===== src/rtl/mag_cmp_seq.sv =====
// Sequential magnitude comparator: compares two WIDTH-bit operands CHUNK bits per
// cycle, MSB slice first, stopping at the first differing slice.
module mag_cmp_seq #(
    parameter int WIDTH = 16,
    parameter int CHUNK = 4
) (
    input  logic                                clk,
    input  logic                                rst_n,
    input  logic                                in_valid,
    output logic                                in_ready,
    input  logic [WIDTH-1:0]                    a,
    input  logic [WIDTH-1:0]                    b,
    input  logic                                is_signed,
    output logic                                out_valid,
    input  logic                                out_ready,
    output logic                                a_eq_b,
    output logic                                a_gt_b,
    output logic                                a_lt_b,
    output logic [$clog2(WIDTH/CHUNK+1)-1:0]    slices_used
);

    localparam int NSLICE = WIDTH / CHUNK;
    localparam int SW     = $clog2(NSLICE + 1);

    localparam logic [1:0] S_IDLE = 2'd0;
    localparam logic [1:0] S_CMP  = 2'd1;
    localparam logic [1:0] S_DONE = 2'd2;

    logic [1:0]       r_state;
    logic [WIDTH-1:0] r_a;
    logic [WIDTH-1:0] r_b;
    logic [SW-1:0]    r_used;
    logic [SW-1:0]    r_slices;
    logic             r_eq;
    logic             r_gt;
    logic             r_lt;

    logic [WIDTH-1:0] w_mask;
    logic [CHUNK-1:0] w_sa;
    logic [CHUNK-1:0] w_sb;

    // Flipping the MSB maps two's complement onto offset binary, so all slice
    // compares below can stay unsigned.
    assign w_mask = WIDTH'(is_signed) << (WIDTH - 1);

    // Operands shift left after each equal slice, so the active slice is always on top.
    assign w_sa = r_a[WIDTH-1 -: CHUNK];
    assign w_sb = r_b[WIDTH-1 -: CHUNK];

    always_ff @(posedge clk or negedge rst_n) begin
        if (!rst_n) begin
            r_state  <= S_IDLE;
            r_a      <= '0;
            r_b      <= '0;
            r_used   <= '0;
            r_slices <= '0;
            r_eq     <= 1'b0;
            r_gt     <= 1'b0;
            r_lt     <= 1'b0;
        end else begin
            case (r_state)
                S_IDLE: begin
                    if (in_valid) begin
                        r_a     <= a ^ w_mask;
                        r_b     <= b ^ w_mask;
                        r_used  <= SW'(1);
                        r_state <= S_CMP;
                    end
                end
                S_CMP: begin
                    if (w_sa != w_sb) begin
                        r_gt     <= (w_sa > w_sb);
                        r_lt     <= (w_sa < w_sb);
                        r_slices <= r_used;
                        r_state  <= S_DONE;
                    end else if (r_used == SW'(NSLICE)) begin
                        r_eq     <= 1'b1;
                        r_slices <= r_used;
                        r_state  <= S_DONE;
                    end else begin
                        r_a    <= r_a << CHUNK;
                        r_b    <= r_b << CHUNK;
                        r_used <= r_used + SW'(1);
                    end
                end
                S_DONE: begin
                    if (out_ready) begin
                        r_eq    <= 1'b0;
                        r_gt    <= 1'b0;
                        r_lt    <= 1'b0;
                        r_state <= S_IDLE;
                    end
                end
                default: r_state <= S_IDLE;
            endcase
        end
    end

    assign in_ready    = (r_state == S_IDLE);
    assign out_valid   = (r_state == S_DONE);
    assign a_eq_b      = r_eq;
    assign a_gt_b      = r_gt;
    assign a_lt_b      = r_lt;
    assign slices_used = r_slices;

endmodule

===== config.mk =====
export PLATFORM = sky130hd
export DESIGN_NAME = mag_cmp_seq
export DESIGN_NICKNAME = d
export VERILOG_FILES = /design/src/rtl/mag_cmp_seq.sv
export SDC_FILE = /design/constraint.sdc
export NUM_CORES = 1
export LEC_CHECK = 0
export ABC_AREA = 1
export BUFFER_PORTS_ARGS = -buffer_cell sky130_fd_sc_hd__buf_2
export CORE_MARGIN = 8
export CORE_UTILIZATION = 49
export DETAILED_ROUTE_END_ITERATION = 10
export PLACE_DENSITY = 0.84
export SKIP_LAST_GASP = 1
export SLEW_MARGIN = 20
export SYNTH_ARGS = -nofsm -noshare
export SYNTH_HDL_FRONTEND = slang
export SYNTH_SLANG_ARGS = --single-unit

===== constraint.sdc =====
create_clock -name clk -period 1.4 [get_ports clk]
set_input_delay 0.14 -clock clk [delete_from_list [all_inputs] [get_ports clk]]
set_output_delay 0.14 -clock clk [all_outputs]
set_load 0.01 [all_outputs]

==> impl_metrics.yaml, run 1 <==
run_status:
  status: "complete, but fails checks"
  violations: "setup timing"
detailed_routing:
  detail_route.wl_per_cell_um: 12.8
  dr_total_vias: 2021
  via_per_inst: 4.93
  routed_wl_um: 5250
  firstDrtPassIters: 4
  drc_errors: 0
  drt_iter0_markers: 174
  antenna_left: 0
logic_synthesis:
  synthAdderAreaFrac_pct: 3.36
  synth_nets: 344
  synth-simple-area-share_pct: 40.6
  yosysSeqAreaShare_pct: 48.2
  synth.avg_cell_area_sq_um: 7.42
  synthMuxAreaShare_pct: 0
  syn_inst: 301
  synth-seq-cells: 43
  synth_top_family_by_area: "simple AND/OR/NAND/NOR gates"
  synth_xor_area_share_pct: 0.392
  synth_cell_types: 21
  synth_area_sq_um: 2230
  yosys_warnings: 0
  synth_compound_area_share_pct: 1.12
cells_and_area:
  fillers: 396
  synthToLayoutAreaGrowth_pct: 25.6
  n_antenna_cell: 0
  multi_input_area_sq_um: 1100
  final_layout_size_suffix_gt1_share_pct: 24.6
  nets: 402
  seqCellArea_sq_um: 1080
  final_area_sq_um: 2810
  final_cells: 410
timing:
  period_share_pct: 109
  slew_headroom_pct: 73.3
  finalSetupTns_ns: -3.67
  hold_violations: 0
  worst_pin_slew_ns: 0.400
  finClkSkew_ns: 0.00549
  setup_viol: 42
  max_freq_mhz: 656
  layout_setup_ws_ns: -0.125
  min_period_ns: 1.52
  rsz0062_at_grt: "true"
  finalMaxSlewViolations: 0
power:
  power.share.clock_pct: 12.0
  p_leak_nw: 1.61
  ir_worst_vdd_mv: 0.933
  p_sw_share_pct: 41.7
  comb_power_share_pct: 51.9
  pwr-share-seq_pct: 36.0
  p_sw_mw: 2.51
  cellPowerDensity_nw_per_um2: 2140
  power_mw: 6.00
  p_int_mw: 3.50
global_route:
  grt_use_met2_pct: 25.9
  antenna_found_initial: 0
  grt_pass1_vias: 2029
  grt_pass1_wl_um: 9020
  globalRouteMet3Util_pct: 5.18
  use_met1_pct: 17.5
  track_usage_pct: 15.5
  grt_max_degree: 29
  grt_overflow_total: 0
  busiest_layer: "met2"
clock_tree:
  post-cts-setup-buffers: 0
  clk_pin_slew_worst_paths_ns: 0.08
  clockBufferDepth: 2
  cts_buffers: 5
  cts_root_buf: "clkbuf_8"
  cts_tree: "done"
  h-tree-depth: 2
  cts_sinks: 43
  clkLatencyLatePin_ns: 0.29
die:
  die-height_um: 83.5
  core_sq_um: 4380
  num_rows: 24
  dieArea_sq_um: 6970
  die_x_um: 83.5
  start_util_pct: 50.9
  boundaryPins: 45
worst_setup_path:
  required_ns: 1.63
  reg2reg_depth: 8
  critical_path_class: "reg -> reg"
  crit_fanout: 8
  cp-start-kind: "register"
  worstSetupEndpointType: "register"
  critPathArrivalTime_ns: 1.76
place:
  io_buffer_count: 44
  place_hpwl_um: 3650
  place_congestion: 0.794
  dpl_cell_area_sq_um: 2630
  place_inst: 402
  dpl_worst_slack_ns: -0.149
worst_hold_path:
  holdPathStages: 2
  hold_path.class: "in -> reg"
run:
  cap_violations: 0
critical path: stages (launching register included):
cell and delay [ns]:
dfrtp_1 0.44, ha_4 0.30, nand2_4 0.06, nor2_4 0.14, nand3_4 0.11, nand2_4 0.13
clkbuf_16 0.17, nand2_1 0.05, nand2_1 0.05
power by group through the flow:
stage | Combinational (mW) | Clock (mW) | Sequential, mW
6_report | 3.12 | 0.723 | 2.16
5_1_grt | 3.52 | 0.800 | 2.24
4_1_cts | 2.89 | 0.752 | 2.16
3_5_place_dp | 2.83 | 0 | 2.17
3_3_place_gp | 2.72 | 0 | 2.13
2_1_floorplan | 1.95 | 0 | 2.13
cell usage after synthesis:
master,count,area (sq um)
nor2_2,1,6.26
buf_4,2,15.0
clkbuf_1,2,7.51
inv_1,14,52.6
nor2_1,5,18.8
inv_2,1,3.75
nand3_4,1,17.5
dfrtp_1,43,1080
buf_2,6,30.0
buf_6,3,33.8
nand2_1,164,616
a21oi_1,1,5.00
nand4_1,1,6.26
ha_1,6,75.1
xnor2_1,1,8.76
o21ai_0,3,15.0
or2_2,2,12.5
o21ai_1,1,5.00
nand3_1,41,205
nand2_4,1,11.3
nand2_2,2,12.5
cell type report:
cell class                      count  share of cell area, %
Sequential cell                    43                   38.4
Timing Repair Buffer               64                   15.5
Multi-Input combinational cell    230                   39.2
Tap cell                           52                   2.32
Inverter                           15                   2.01
Clock buffer                        6                   2.59
cells by family (layout without fill, tap and decap cells):
family | count (synthesis) | count (layout)
fa+ha+maj | 6 | 6
flops | 43 | 43
buf+inv | 28 | 85
simple gates | 218 | 218
xor+xnor | 1 | 1
compound gates | 5 | 5
layer usage:
metal / wire length (um) / vias to the layer above
met2: 2490 / 51
met4: 134 / 0
met1: 2360 / 911
met3: 269 / 10
li1: - / 1049
met5: 0 / -
sequential cells by signal, summed over array words and instances, names as in the netlist:
name	cells
a_eq_b	1
a_gt_b	1
a_lt_b	1
r_a	16
r_b	16
r_state	2
r_used	3
slices_used	3
cells in the final DEF (no fill, tap or decap):
cell,n
ha_4,3
clkbuf_1,1
a21oi_1,1
dlygate4sd3_1,1
nand3_4,1
nand2_1,155
or2_2,2
nand4_1,1
dfrtp_1,43
clkbuf_8,5
inv_1,14
buf_12,3
inv_2,1
nor2_4,1
o21ai_1,2
buf_4,14
nand2_4,5
nand3_1,41
buf_2,44
nor2_1,5
ha_1,3
nand2_2,7
o21ai_0,2
buf_8,1
clkbuf_16,1
xnor2_1,1
per-stage QoR:
stage | hold slack, ns | utilization, %
2_1_floorplan | -0.156 | -
3_3_place_gp | 0.0813 | 59.9
3_5_place_dp | 0.0878 | 59.9
4_1_cts | 0.0142 | 62.2
5_1_grt | 0.0211 | 64.0
6_report | 0.0267 | 64.0
final timing paths:
check / start / endpoint / slack (ns)
worst min register to register: slices_used[2] / slices_used[2] / 0.47
worst max-delay path: r_a[14] / r_b[10] / -0.12
worst min-delay path: out_ready / r_state[1] / 0.03
min in group asynchronous: rst_n / slices_used[0] / 0.30
worst max register to register: r_a[14] / r_b[10] / -0.12
max in group asynchronous: rst_n / r_b[2] / 0.63
repair_timing:
| action | CTS | global route |
|---|---|---|
| endpoints found under the setup margin | 42 | 43 |
| cloned | 0 | 1 |
| pin swaps | 0 | 7 |
| gates resized for setup | 4 | 12 |
| hold endpoints to repair | 15 | 0 |
| hold buffers | 1 | 0 |
(Power assumes the default switching activity.)
==> run 2, diff against run 1 <==
--- a/config.mk
+++ b/config.mk
@@ -5,12 +5,11 @@
 export SDC_FILE = /design/constraint.sdc
 export NUM_CORES = 1
 export LEC_CHECK = 0
-export ABC_AREA = 1
 export BUFFER_PORTS_ARGS = -buffer_cell sky130_fd_sc_hd__buf_2
 export CORE_MARGIN = 8
-export CORE_UTILIZATION = 49
+export CORE_UTILIZATION = 47
 export DETAILED_ROUTE_END_ITERATION = 10
-export PLACE_DENSITY = 0.84
+export PLACE_DENSITY = 0.83
 export SKIP_LAST_GASP = 1
 export SLEW_MARGIN = 20
 export SYNTH_ARGS = -nofsm -noshare
==> run 2 against run 1 <==
  * Synthesized area is 14% lower
  * The flow still finishes with violations (setup timing)
  * Critical path type unchanged
  * Critical path depth fell by 1
  * Design area fell by 0.94%
  * Sequential power about the same
  * Maximum frequency is 13% lower
  * Combinational power about the same
  * Core utilization is 6.0 points higher
  * Critical endpoint is now r_b[5]
  * Power increased by 3.8%
  * Register-to-register slack worse by 0.24 ns
  * Clock-buffer cell count did not move
==> impl_metrics.yaml, run 2 <==
die:
  core_sq_um: 3970
  start_util_pct: 48.4
  dieArea_sq_um: 6390
  die-height_um: 80.0
  boundaryPins: 45
  num_rows: 23
  die_x_um: 80.0
worst_setup_path:
  worstPathCellList: "ha_4 -> nand4_4 -> buf_6 -> o31ai_4 -> buf_6 -> nor2_1 -> nor2_1"
  worstSetupEndpointType: "register"
  cp_slowest_cell: "dfrtp_1"
  required_ns: 1.63
  reg2reg_slack_ns: -0.36
  critical_path_class: "reg -> reg"
  critPathArrivalTime_ns: 1.99
  path_buf_inv: 2
  cp-start-kind: "register"
  critPathTopFamily: "flip-flops"
  reg2reg_depth: 7
  slowest_delay_ns: 0.41
  rr_endpoint: "r_b[5]"
  crit_fanout: 8
  r2r_start: "r_a[15]"
run:
  cap_violations: 0
worst_hold_path:
  hold_path.class: "in -> reg"
  min_to: "r_b[2]"
  hold_start: "b[2]"
  holdPathStages: 3
detailed_routing:
  antenna_left: 0
  firstDrtPassIters: 4
  routed_wl_um: 5680
  via_per_inst: 5.45
  drt_iter0_markers: 141
  drc_errors: 0
  detail_route.wl_per_cell_um: 17.6
  dr_total_vias: 1759
power:
  p_int_mw: 3.85
  pwr-share-seq_pct: 35.2
  comb_power_share_pct: 49.7
  power_mw: 6.23
  p_sw_mw: 2.38
  ir_worst_vdd_mv: 0.895
  power.share.clock_pct: 15.1
  cellPowerDensity_nw_per_um2: 2240
  p_sw_share_pct: 38.2
  p_leak_nw: 1.30
place:
  place_hpwl_um: 3540
  place_congestion: 0.823
  dpl_worst_slack_ns: -0.398
  io_buffer_count: 44
logic_synthesis:
  synth_top_area_share_pct: 56.0
  synth-seq-cells: 43
  ys.flop_type: "dfrtp_1"
  ys_async_sr_fraction_pct: 100
  yosys_warnings: 0
  netlist_top_cells_area: "dfrtp_1 56%, nor2_1 8.8%, o22ai_1 7.8%, ha_1 3.9%, nand2_1 3.7%"
  yosysMostFrequentCell: "nor2_1"
  syn_inst: 200
  synth_common_cells: "45 x nor2_1, 43 x dfrtp_1, 24 x o22ai_1"
  yosysSeqAreaShare_pct: 56.0
  synth_cell_types: 30
  synth_top_area_cell: "dfrtp_1"
  synth_area_sq_um: 1920
  synth_nets: 243
  synth.avg_cell_area_sq_um: 9.62
  synth_edf_count: 0
clock_tree:
  cts_sinks: 43
  cts_root_buf: "clkbuf_8"
  clockBufferDepth: 2
  cts_buffers: 5
  clk_pin_slew_worst_paths_ns: 0.08
  h-tree-depth: 2
  cts_tree: "done"
  clkLatencyLatePin_ns: 0.30
cells_and_area:
  synthToLayoutAreaGrowth_pct: 44.5
  fillers: 295
  final_cell_mix: "44 x buf_2, 43 x dfrtp_1, 42 x nor2_1, 21 x o22ai_1, 19 x nand2_1"
  final_layout_size_suffix_gt1_share_pct: 43.2
  reg_top3: "r_a: 16 flops, r_b: 16 flops"
  n_antenna_cell: 0
  layout_commonest_cell: "buf_2"
  nets: 316
timing:
  finalMaxSlewViolations: 0
  finClkSkew_ns: 0.00282
  setup_viol: 43
  hold_violations: 0
  layout_setup_ws_ns: -0.360
  min_period_ns: 1.76
  slew_headroom_pct: 66.9
  period_share_pct: 126
  max_freq_mhz: 568
  rsz0062_at_grt: "true"
  worst_pin_slew_ns: 0.496
global_route:
  grt_pass1_vias: 1844
  track_usage_pct: 18.7
  grt_pass1_wl_um: 9200
  grt_overflow_total: 0
  antenna_found_initial: 0
  grt_max_degree: 30
run_status:
  status: "complete, but fails checks"
  violations: "setup timing"
[run 2: cell types whose count changed after synthesis, sizes merged, moves of 3 or more]
cell and delta:
a31oi +4, inv -6, nand2 -148, o22ai +24, nor2 +39, buf -3, nand3 -31
[run 2: worst max-delay path by stage]
stage,startpoint,endpoint,slack (ns),cells after the start
4_1_cts,r_a[15],r_b[14],-0.29,5
6_report,r_a[15],r_b[5],-0.36,7
3_3_place_gp,r_b[12],r_b[14],-0.38,5
5_1_grt,r_a[14],r_a[12],-0.43,5
3_5_place_dp,r_a[14],r_b[14],-0.40,5
2_1_floorplan,r_a[14],r_a[0],-0.25,7
[run 2: through the flow]
step	util [%]	instances	instance area, sq um	hold slack (ns)	setup TNS (ns)
5_1_grt	70.0	323	2780	0.0231	-14.59
3_5_place_dp	61.3	306	2430	0.132	-12.20
6_report	70.0	323	2780	0.0299	-12.34
4_1_cts	68.0	322	2700	0.0243	-10.51
2_1_floorplan	-	200	2020	-0.156	-8.06
3_3_place_gp	61.3	306	2430	0.118	-10.46
[run 2: cell type report]
class | count | area, sq um | area share (%)
clock inverters | 1 | 30.0 | 1.08
well taps | 50 | 62.6 | 2.25
clock buffers | 6 | 72.6 | 2.61
flip-flops and latches | 43 | 1080 | 38.7
repair buffers | 74 | 507 | 18.2
inverters | 9 | 33.8 | 1.22
multi-input cells | 140 | 997 | 35.9
[run 2: per-layer routing]
layer | track usage [%] | vias up | part of all wire [%]
met1 | 22.1 | 843 | 39
met3 | 4.62 | 10 | 6.4
met5 | 0 | - | 0
met2 | 31.0 | 65 | 53
met4 | 8.73 | 0 | 2.2
li1 | - | 841 | -
[run 2: worst register-to-register path: cells and delay by family, from the launching register on]
kind / cells / cell delay (ns)
flip-flops: 1 / 0.41
AND/OR/NAND/NOR: 3 / 0.31
AO/OA/AOI/OAI: 1 / 0.30
buffers and inverters: 2 / 0.37
adder cells (fa/ha/maj): 1 / 0.30
[run 2: cells by family (layout without fill, tap and decap cells)]
group	after synthesis	count (layout)	synth area share [%]
and+or+nand+nor	84	87	18.9
buffers and inverters	20	90	4.94
AOI/OAI and AO/OA	42	42	13.7
muxes	3	3	1.69
DFF	43	43	56.0
adders and majority gates	6	6	3.90
xor gates and xnor gates	2	2	0.911
[run 2: what timing repair did]
action | 4_1_cts | 5_1_grt
endpoints found under the setup margin | 42 | 44
resized for setup | 29 | 14
cloned | 4 | 0
setup buffers | 4 | 2
hold buffers | 1 | 0
endpoints found under the hold margin | 19 | 0
pin swaps | 9 | 8
[run 2: power groups by stage]
stage	clock, mW	combinational [mW]	sequential [mW]
5_1_grt	1.02	3.37	2.25
3_5_place_dp	0	2.45	2.17
2_1_floorplan	0	1.59	2.13
6_report	0.941	3.10	2.19
3_3_place_gp	0	2.33	2.13
4_1_cts	0.963	2.88	2.16
==> run 3, diff against run 2 <==
--- a/config.mk
+++ b/config.mk
@@ -6,10 +6,11 @@
 export NUM_CORES = 1
 export LEC_CHECK = 0
 export BUFFER_PORTS_ARGS = -buffer_cell sky130_fd_sc_hd__buf_2
+export CORE_ASPECT_RATIO = 2
 export CORE_MARGIN = 8
 export CORE_UTILIZATION = 47
 export DETAILED_ROUTE_END_ITERATION = 10
-export PLACE_DENSITY = 0.83
+export PLACE_DENSITY = 0.74
 export SKIP_LAST_GASP = 1
 export SLEW_MARGIN = 20
 export SYNTH_ARGS = -nofsm -noshare
==> run 3 against run 2 <==
  * Die area up 1.9%
  * Cell count increased by 2.2%
  * Sequential power about the same
  * The run still ends with setup timing left
==> impl_metrics.yaml, run 3 (same netlist as run 2, synthesis figures left out) <==
worst_setup_path:
  worstSetupEndpointType: "register"
  critPathArrivalTime_ns: 2.05
  critical_path_class: "reg -> reg"
  rr_endpoint: "r_a[15]"
  worst-path-stages: 8
  cpMostUsedCell: "buf_6"
  crit_fanout: 5
  critPathTopFamily: "buffers and inverters"
  worstPathCellList: "ha_4 -> nand4_4 -> buf_6 -> o31ai_4 -> buf_6 -> buf_16 -> nor2_4 -> nor2_1"
  cp-start-kind: "register"
  cp_slowest_cell: "dfrtp_1"
  slowest_delay_ns: 0.42
  reg2reg_depth: 8
  required_ns: 1.62
  reg2reg_slack_ns: -0.43
  path_buf_inv: 3
  r2r_start: "r_b[12]"
detailed_routing:
  via_per_inst: 5.52
  detail_route.wl_per_cell_um: 17.0
  firstDrtPassIters: 4
  antenna_left: 0
  routed_wl_um: 5600
  dr_total_vias: 1821
  drc_errors: 0
  drt_iter0_markers: 41
cells_and_area:
  nets: 320
  final_cells: 330
  final_layout_size_suffix_gt1_share_pct: 47.1
  fillers: 314
  multi_input_area_sq_um: 1030
  reg_top3: "r_a: 16 flops, r_b: 16 flops"
  final_cell_mix: "44 x buf_2, 43 x dfrtp_1, 36 x nor2_1, 22 x buf_4, 19 x nand2_1"
  seqCellArea_sq_um: 1080
  synthToLayoutAreaGrowth_pct: 48.9
  n_antenna_cell: 0
  layout_commonest_cell: "buf_2"
  final_area_sq_um: 2860
power:
  p_sw_mw: 2.46
  p_leak_nw: 1.34
  ir_worst_vdd_mv: 1.21
  pwr-share-seq_pct: 34.2
  p_sw_share_pct: 38.3
  p_int_mw: 3.96
  comb_power_share_pct: 52.1
  power.share.clock_pct: 13.6
  cellPowerDensity_nw_per_um2: 2240
die:
  core_sq_um: 4010
  start_util_pct: 48.0
  die-height_um: 106
  boundaryPins: 45
  num_rows: 33
  dieArea_sq_um: 6520
  die_x_um: 61.2
timing:
  hold_violations: 0
  setup_viol: 43
  max_freq_mhz: 546
  rsz0062_at_grt: "true"
  worst_pin_slew_ns: 0.360
  period_share_pct: 131
  slew_headroom_pct: 76.0
  hold_slack_ns: 0.0320
  min_period_ns: 1.83
  finalMaxSlewViolations: 0
  finClkSkew_ns: 0.00588
  layout_setup_ws_ns: -0.432
global_route:
  grt_overflow_total: 0
  grt_pass1_wl_um: 8830
  track_usage_pct: 17.9
  grt_pass1_vias: 1891
  antenna_found_initial: 0
  grt_max_degree: 44
clock_tree:
  cts_tree: "done"
  clockBufferDepth: 2
  h-tree-depth: 2
  clkLatencyLatePin_ns: 0.30
  clk_pin_slew_worst_paths_ns: 0.08
  cts_buffers: 5
  cts_root_buf: "clkbuf_8"
  cts_sinks: 43
place:
  dpl_cell_area_sq_um: 2430
  place_congestion: 0.764
  io_buffer_count: 44
  place_hpwl_um: 3260
  dpl_worst_slack_ns: -0.405
  place_inst: 306
worst_hold_path:
  holdPathStages: 3
  hold_start: "b[1]"
  hold_path.class: "in -> reg"
  min_to: "r_b[1]"
run_status:
  status: "complete, but fails checks"
  violations: "setup timing"
run:
  cap_violations: 0
[run 3: cell types whose count changed in the layout (fill, tap and decap cells not counted), moves of 2 or more]
cell      change
buf_6         -3
clkbuf_8      +2
o22ai_2       +4
o22ai_1       -4
buf_4         +4
nor2_4        +4
nor2_1        -6
nor2_2        +2
[run 3: layout make-up]
| cell class | count | share of cell area [%] |
|---|---|---|
| Tap cell | 52 | 2.27 |
| Inverter | 9 | 1.18 |
| Clock inverter | 1 | 0.262 |
| Sequential cell | 43 | 37.6 |
| Multi-Input combinational cell | 141 | 36.1 |
| Clock buffer | 7 | 3.37 |
| Timing Repair Buffer | 77 | 19.2 |
[run 3: power groups by stage]
stage                     combinational (mW)  sequential (mW)  clock [mW]
after floorplan                         1.59             2.13           0
after global placement                  2.38             2.12           0
after detailed placement                2.47             2.16           0
after CTS                               3.07             2.17       0.887
after global routing                    3.66             2.26       0.936
final                                   3.35             2.20       0.874
[run 3: worst register-to-register path, delay by kind of cell, from the launching register on]
family	cells	cell delay, ns
buf+inv	3	0.46
simple gates	3	0.26
fa+ha+maj	1	0.30
compound gates	1	0.31
flops	1	0.42
[run 3: metal layers]
metal / vias up / routed length (um) / track usage [%] / part of all wire [%]
met1: 893 / 2160 / 20.1 / 38
met4: 0 / 151 / 9.41 / 2.7
met2: 56 / 3010 / 30.0 / 54
met5: - / 0 / 0 / 0
met3: 15 / 289 / 3.63 / 5.2
li1: 857 / - / - / -
[run 3: what timing repair did]
action                     4_1_cts  5_1_grt
pin swaps                       15       15
buffers inserted                 5        6
gates cloned                     6        0
gates resized for setup         29       22
hold buffers                     1        0
setup endpoints to repair       42       44
hold endpoints to repair        43        0
[run 3: worst max-delay path by stage]
stage | endpoint | slack (ns) | start
detailed placement | r_b[15] | -0.40 | r_b[12]
floorplan | r_a[0] | -0.25 | r_a[14]
finish | r_a[15] | -0.43 | r_b[12]
global placement | r_a[13] | -0.37 | r_b[12]
global route | r_a[13] | -0.48 | r_b[12]
CTS | r_a[14] | -0.31 | r_a[15]
[run 3: through the flow]
step           power, mW  util (%)  setup TNS, ns
3_3_place_gp        4.51      60.8         -10.99
3_5_place_dp        4.63      60.8         -12.34
6_report            6.42      71.5         -13.69
5_1_grt             6.85      71.5         -15.64
2_1_floorplan       3.71         -          -8.06
4_1_cts             6.13      69.3         -10.94
